[src/rtl/wb_pkg.sv]
// Shared encodings for the MIPS write-back stage.
package wb_pkg;

  typedef enum logic [1:0] {
    WB_SEL_ALU  = 2'd0,
    WB_SEL_MEM  = 2'd1,
    WB_SEL_LINK = 2'd2,
    WB_SEL_IMM  = 2'd3
  } wb_sel_e;

  typedef enum logic {
    MEM_SZ_BYTE = 1'b0,
    MEM_SZ_WORD = 1'b1
  } mem_sz_e;

endpackage

[src/rtl/wb_load_align.sv]
// Load data alignment: byte-lane select with sign/zero extension, or full-word pass-through.
module wb_load_align
  import wb_pkg::*;
#(
  parameter  int DATA_W = 16,
  localparam int OFF_W  = $clog2(DATA_W/8)
) (
  input  logic [DATA_W-1:0] mem_data_i,
  input  logic              mem_size_i,
  input  logic              mem_signed_i,
  input  logic [OFF_W-1:0]  mem_off_i,
  output logic [DATA_W-1:0] aligned_o
);

  logic [DATA_W-1:0] shifted;
  logic [7:0]        byte_v;
  logic              ext_bit;

  always_comb begin
    shifted = mem_data_i >> {mem_off_i, 3'b000};
    byte_v  = shifted[7:0];
    ext_bit = byte_v[7] & mem_signed_i;
    if (mem_sz_e'(mem_size_i) == MEM_SZ_WORD) begin
      aligned_o = mem_data_i;
    end else begin
      aligned_o = {{(DATA_W-8){ext_bit}}, byte_v};
    end
  end

endmodule

[src/rtl/wb_stage.sv]
// Write-back stage: source mux, registered register-file/forwarding port, saturating retire counter.
module wb_stage
  import wb_pkg::*;
#(
  parameter  int DATA_W     = 16,
  parameter  int REG_ADDR_W = 3,
  parameter  int CNT_W      = 16,
  localparam int OFF_W      = $clog2(DATA_W/8)
) (
  input  logic                  clk,
  input  logic                  rst,
  input  logic                  stall,
  input  logic                  flush,
  input  logic                  in_valid,
  input  logic                  reg_write,
  input  logic [REG_ADDR_W-1:0] rd_addr,
  input  logic [1:0]            wb_sel,
  input  logic                  mem_size,
  input  logic                  mem_signed,
  input  logic [OFF_W-1:0]      mem_off,
  input  logic [DATA_W-1:0]     rd_data_alu,
  input  logic [DATA_W-1:0]     rd_data_mem,
  input  logic [DATA_W-1:0]     link_addr,
  input  logic [DATA_W-1:0]     imm_data,
  input  logic                  cnt_clear,
  output logic                  rf_we,
  output logic [REG_ADDR_W-1:0] rf_waddr,
  output logic [DATA_W-1:0]     rf_wdata,
  output logic                  fwd_valid,
  output logic [REG_ADDR_W-1:0] fwd_addr,
  output logic [DATA_W-1:0]     fwd_data,
  output logic [CNT_W-1:0]      retire_cnt
);

  logic [DATA_W-1:0]     load_data;
  logic [DATA_W-1:0]     result;
  logic                  wr_qual;

  logic                  we_q,    we_d;
  logic [REG_ADDR_W-1:0] waddr_q, waddr_d;
  logic [DATA_W-1:0]     wdata_q, wdata_d;
  logic [CNT_W-1:0]      cnt_q,   cnt_d;

  wb_load_align #(
    .DATA_W (DATA_W)
  ) u_align (
    .mem_data_i   (rd_data_mem),
    .mem_size_i   (mem_size),
    .mem_signed_i (mem_signed),
    .mem_off_i    (mem_off),
    .aligned_o    (load_data)
  );

  always_comb begin
    result = rd_data_alu;
    case (wb_sel_e'(wb_sel))
      WB_SEL_ALU:  result = rd_data_alu;
      WB_SEL_MEM:  result = load_data;
      WB_SEL_LINK: result = link_addr;
      WB_SEL_IMM:  result = imm_data;
      default:     result = rd_data_alu;
    endcase
  end

  assign wr_qual = in_valid & reg_write & (rd_addr != '0);

  // Flush only kills the write qualifier; address/data hold so the bus stays quiet.
  always_comb begin
    we_d    = we_q;
    waddr_d = waddr_q;
    wdata_d = wdata_q;
    if (flush) begin
      we_d = 1'b0;
    end else if (!stall) begin
      we_d    = wr_qual;
      waddr_d = rd_addr;
      wdata_d = result;
    end
  end

  always_comb begin
    cnt_d = cnt_q;
    if (cnt_clear) begin
      cnt_d = '0;
    end else if (in_valid && !stall && !flush && (cnt_q != '1)) begin
      cnt_d = cnt_q + 1'b1;
    end
  end

  always_ff @(posedge clk) begin
    if (rst) begin
      we_q    <= 1'b0;
      waddr_q <= '0;
      wdata_q <= '0;
      cnt_q   <= '0;
    end else begin
      we_q    <= we_d;
      waddr_q <= waddr_d;
      wdata_q <= wdata_d;
      cnt_q   <= cnt_d;
    end
  end

  assign rf_we      = we_q;
  assign rf_waddr   = waddr_q;
  assign rf_wdata   = wdata_q;
  assign fwd_valid  = we_q;
  assign fwd_addr   = waddr_q;
  assign fwd_data   = wdata_q;
  assign retire_cnt = cnt_q;

endmodule

[config.mk]
export PLATFORM = sky130hd
export DESIGN_NAME = wb_stage
export DESIGN_NICKNAME = d
export VERILOG_FILES = /design/src/rtl/wb_pkg.sv /design/src/rtl/wb_load_align.sv /design/src/rtl/wb_stage.sv
export SDC_FILE = /design/constraint.sdc
export NUM_CORES = 1
export LEC_CHECK = 0
export BUFFER_PORTS_ARGS = -buffer_cell sky130_fd_sc_hd__buf_2
export CORE_UTILIZATION = 30
export DETAILED_ROUTE_END_ITERATION = 7
export MAX_ROUTING_LAYER = met4
export PLACE_DENSITY_LB_ADDON = 0.2
export SKIP_LAST_GASP = 1
export SLEW_MARGIN = 20
export SYNTH_ARGS = -nofsm -noshare
export SYNTH_HDL_FRONTEND = slang
export SYNTH_HIERARCHICAL = 1
export SYNTH_SLANG_ARGS = --single-unit
[constraint.sdc]
create_clock -name clk -period 1.9 [get_ports clk]
set_clock_uncertainty 0.05 [all_clocks]
set_input_delay 0.19 -clock clk [delete_from_list [all_inputs] [get_ports clk]]
set_output_delay 0.19 -clock clk [all_outputs]
set_load 0.01 [all_outputs]
# ---- Word level (Yosys, flattened, before mapping)
# Index checks and enable logic that the tools add are counted.
dict set report op_classes {
  n_eq_ne 4
  div 0
  n_mux 2
  mul 0
  reduce_logical 10
  n_addsub 1
  bitwise 5
  shifts 1
  order_cmp 0
}
# op n
set op_table {}
lappend op_table {{case mux 16 bit (4 select lines)} 1}
lappend op_table {{adder 16 x 1 -> 16 bit, second input constant} 1}
lappend op_table {{two-way mux 16 bit} 1}
lappend op_table {{inequality test 16 bit, second input constant} 1}
lappend op_table {{>> shifter 16 x 4 -> 8 bit} 1}
lappend op_table {{== test 2 bit, second input constant} 2}
lappend op_table {{OR reduction 2 bit} 2}
lappend op_table {{AND 1 bit} 3}
lappend op_table {{logical AND 1 bit} 3}
lappend op_table {{nonzero test 3 bit} 1}
lappend op_table {{== test 2 x 1 -> 1 bit, second input constant} 1}
lappend op_table {{logical NOT 1 bit} 2}
lappend op_table {{logical NOT 2 bit} 1}
lappend op_table {{inverter 1 bit} 2}
lappend op_table {{AND reduction 2 bit} 1}
dict set report totals {
  latch_bits 0
  register_bits 36
  in_bits 79
  output_inout_bits 56
  mem_bits_rw 0
  rom_bits 0
  wordCells 27
  memories 0
}

# ---- Depth between registers and ports, before layout
dict set report logic_depth {
  word_depth 4
  mapped_depth 7
  depth_no_buf 5
}

# ---- Cells and area by module
# The synthesis kept the hierarchy.
# module cells_per_inst area_each_um2 n_inst seq_area_each_um2
set by_module_without_submodules {}
lappend by_module_without_submodules {wb_stage 227 2045.7 1 720.7}
lappend by_module_without_submodules {wb_load_align 31 250.2 1 0.0}

# ---- Worst setup path before layout
# OpenSTA, ideal clock, no wires.
dict set report synth_path {
  path_kind {reg-to-reg}
  start {register cnt_q[0] (netlist: retire_cnt[0])}
  end {register cnt_q[14] (netlist: retire_cnt[14])}
  setup_time_ns 0.070
  arrival_ns 1.758
  period_less_slack_ns 1.879
  path_buffers 0
  path_stages_with_launch 6
  path_slack_ns 0.021
  required_time_ns 1.780
  path_cell_list {dfxtp_1 ha_1 nand3_1 or3_4 or4_1 a21oi_1}
}
dict set report synth_via {
  elab_chain_cells 2
  elab_cells_between_ends 3
  cone_classes {add/sub: 1; eq/ne: 1; reduce/logical: 1}
}
# element line
set synth_rtl {}
lappend synth_rtl {{from (decl)} wb_stage.sv:42} ;# logic [CNT_W-1:0] cnt_q, cnt_d;
lappend synth_rtl {{from (signal assigned)} wb_stage.sv:100} ;# cnt_q <= cnt_d;
lappend synth_rtl {{parallel branches: the longest is 2 deep, another holds adder 16 x 1 -> 16 bit} -}
# Parallel ways; which one is timed is not known.
# A chain may end at the register's enable or synchronous reset.

# ---- Worst setup path after layout
dict set report layout_path {
  start {register cnt_q[5] (netlist: retire_cnt[5])}
  end {register cnt_q[5] (netlist: retire_cnt[5])}
}
# Same word-level chain as after synthesis.

==> metrics.yaml <==
p_clk_frac: 0.339
yosys.area.top_type: "sky130_fd_sc_hd__dfxtp_1"
mostFrequentLayoutCells: "sky130_fd_sc_hd__buf_2, sky130_fd_sc_hd__nand2_1, sky130_fd_sc_hd__dfxtp_1"
placeableCoreArea_sq_um: 7330
rows: 31
number_of_antenna_violations_at_the_first_check_in_global_routing: 0
antenna_left: 0
critPathBufInv: 0
avgSynthCellArea_sq_um: 8.90
layout_setup_ws_ns: 0.103
clock_tree.htree_level_count: 2
clk_root_buffer_cell: "sky130_fd_sc_hd__clkbuf_8"
critPathLaunchType: "register"
synth_top_cell_area_share: 0.314
hold_bufs_inserted_after_cts: 0
slew_headroom: 0.674
ctsLongestPathBuffers: 2
synthTopCellsByArea: "sky130_fd_sc_hd__dfxtp_1, sky130_fd_sc_hd__mux4_2, sky130_fd_sc_hd__nand2_1, sky130_fd_sc_hd__a21oi_1, sky130_fd_sc_hd__buf_4"
cts_sinks: 36
fp.dieW_um: 89.5
crit_path_cell_trace: "nand4_1, or4b_2, o211ai_1, mux2i_1"
post_route_setup_tns_ns: 0
period_needed_ns: 1.80
synth-main-ff-cell: "sky130_fd_sc_hd__dfxtp_1"
track_usage: 0.179
post_route_cells_drive_above_1_share: 0.497
synthDistinctLibCells: 39
tritoncts: "built"
post-place-cells: 480
layout_worst_path_cycle_share: 0.946
gpl.final_weighted_congestion: 0.853
critical-path-top-delay-family: "simple AND/OR/NAND/NOR gates"
worst-slew-pin-transition_ns: 0.476
max_freq_ghz: 0.556
route.final.wire_length_um: 6700
critPathMaxFanout: 7
max_cap_viol_count: 0
switchingPower_w: 0.000450
yosys_register_bits: 36
antenna-diode-count: 0
comb_power_share: 0.206
run_status: "finished clean"
final_net_count: 468
detailroute.via_count: 2408
mappedNetlistNets: 338
instances_no_fill: 487
yosysWarningCount: 6
timing.setup.critical_path_class: "reg -> reg"
critical_path.endpoint_type: "register"
final_common_cell: "sky130_fd_sc_hd__buf_2"
critPathArrivalTime_ns: 1.97
final_core_util: 0.430
dr.first_iter.drc_count: 100
die_area_sq_um: 8010
postSynthCellCount: 258
critical_path_s_slowest_cell: "sky130_fd_sc_hd__or4b_2"
drcViolationCount: 0
power_switching_share: 0.258
grt_setup_unrepaired: "false"
buffer_ports.inserted: 134
cp.required_ns: 2.07
firstDrtPassIters: 4
place.detailed.hpwl_um: 5440
timing.hold.worst.class: "in -> reg"
internal_power_w: 0.00129
via_per_inst: 4.94
dpl_worst_slack_ns: -0.00680
synth_enable_flop_cells: 0
worst_skew_late_latency_ns: 0.29
cts.clk_slew.worst_paths_ns: 0.07
final_hold_viol_count: 0
die_h_um: 89.5
power_per_cell_area_nw_per_um2: 554
numCtsBuffers: 5
synth.cell_area_sq_um: 2300
slew_viol_final: 0
setup_viol_count_final: 0
grt.overflow.total: 0
resized_after_cts: 0
cts.repair_timing.setup_buffer_count: 0
vdd.ir_drop.worst_mv: 0.246
seq_power_share: 0.455
grt_max_degree: 25
grt_first_pass_wirelength_um: 10500
holdWs_ns: 0.0975
synth_async_sr_flop_share: 0
start_util: 0.313
area_growth_syn_to_layout_pct: 37.2
cpPeakStageDelay_ns: 0.65
boundaryPins: 135
grt_pass1_vias: 2244
p_leak_nw: 1.47
area.sequential_sq_um: 721
fill_cells: 760
wl_per_instance_um: 13.8
synth_sequential_area_ratio: 0.314
area_occupied_by_multi_input_gates_sq_um: 1340
-- worst min-delay path, stage by stage --
cell and delay, ns:
sky130_fd_sc_hd__buf_2 0.10, sky130_fd_sc_hd__nand2_1 0.05, sky130_fd_sc_hd__a21oi_1 0.05
-- metrics by stage --
step / total power, W / instance area, sq um
after detailed placement: 0.00117 / 3050
after CTS: 0.00177 / 3150
after global routing: 0.00183 / 3150
after floorplan: 0.00104 / 2300
after global placement: 0.00117 / 3050
final: 0.00174 / 3150
-- Yosys cell counts (all sizes together), types with 2 or more instances --
cell type / n
nand3: 2
o211ai: 3
o21ai: 12
a21oi: 30
nor3: 6
nand2: 50
o41ai: 2
or3: 6
dfxtp: 36
nor4: 2
o31ai: 3
clkbuf: 8
a31oi: 3
nand2b: 2
mux2i: 4
and3: 2
nand4: 8
nor2: 7
or2: 4
o311ai: 3
mux2: 7
mux4: 16
buf: 26
inv: 5
or4: 3
-- power groups by stage --
| stage | logic [W] | clock network [W] | registers, W |
|---|---|---|---|
| final | 0.000359 | 0.000592 | 0.000794 |
| after global routing | 0.000393 | 0.000643 | 0.000797 |
| after CTS | 0.000362 | 0.000614 | 0.000794 |
| after detailed placement | 0.000362 | 0 | 0.000811 |
| after global placement | 0.000360 | 0 | 0.000811 |
| after floorplan | 0.000217 | 0 | 0.000820 |
-- worst paths after layout --
path | start | end | slack [ns] | depth (start not counted)
worst max-delay path | retire_cnt[5] | retire_cnt[5] | 0.10 | 4
worst max register to register | retire_cnt[5] | retire_cnt[5] | 0.10 | 4
worst min-delay path | rd_addr[1] | fwd_addr[1] | 0.1 | 3
worst min register to register | fwd_addr[1] | fwd_addr[1] | 0.41 | 2
-- kinds of logic (layout without fill, tap and decap cells) --
| group | Yosys count | after routing | share of synthesized area |
|---|---|---|---|
| compound gates | 59 | 59 | 0.149 |
| simple gates | 96 | 96 | 0.207 |
| flops | 36 | 36 | 0.314 |
| fa+ha+maj | 1 | 1 | 0.00545 |
| mux | 27 | 27 | 0.220 |
| buf+inv | 39 | 169 | 0.105 |
-- flip-flops by register name (all words and copies together), names as in the netlist --
register and flops:
fwd_valid 1, retire_cnt 16, fwd_addr 3, fwd_data 16
-- routing by layer --
| layer | track usage | vias up | wire length, um |
|---|---|---|---|
| li1 | - | 1188 | - |
| met1 | 0.216 | 1114 | 3040 |
| met2 | 0.299 | 95 | 3200 |
| met3 | 0.0360 | 11 | 344 |
| met4 | 0.0606 | 0 | 114 |
| met5 | - | - | 0 |
-- final cells by class --
cell class              count  area share
inverters                   5     0.00596
multi-input cells         183       0.424
flip-flops and latches     36       0.229
clock buffers               7      0.0306
well taps                  99      0.0393
repair buffers            157       0.272
Power figures use the tool's default switching activity.
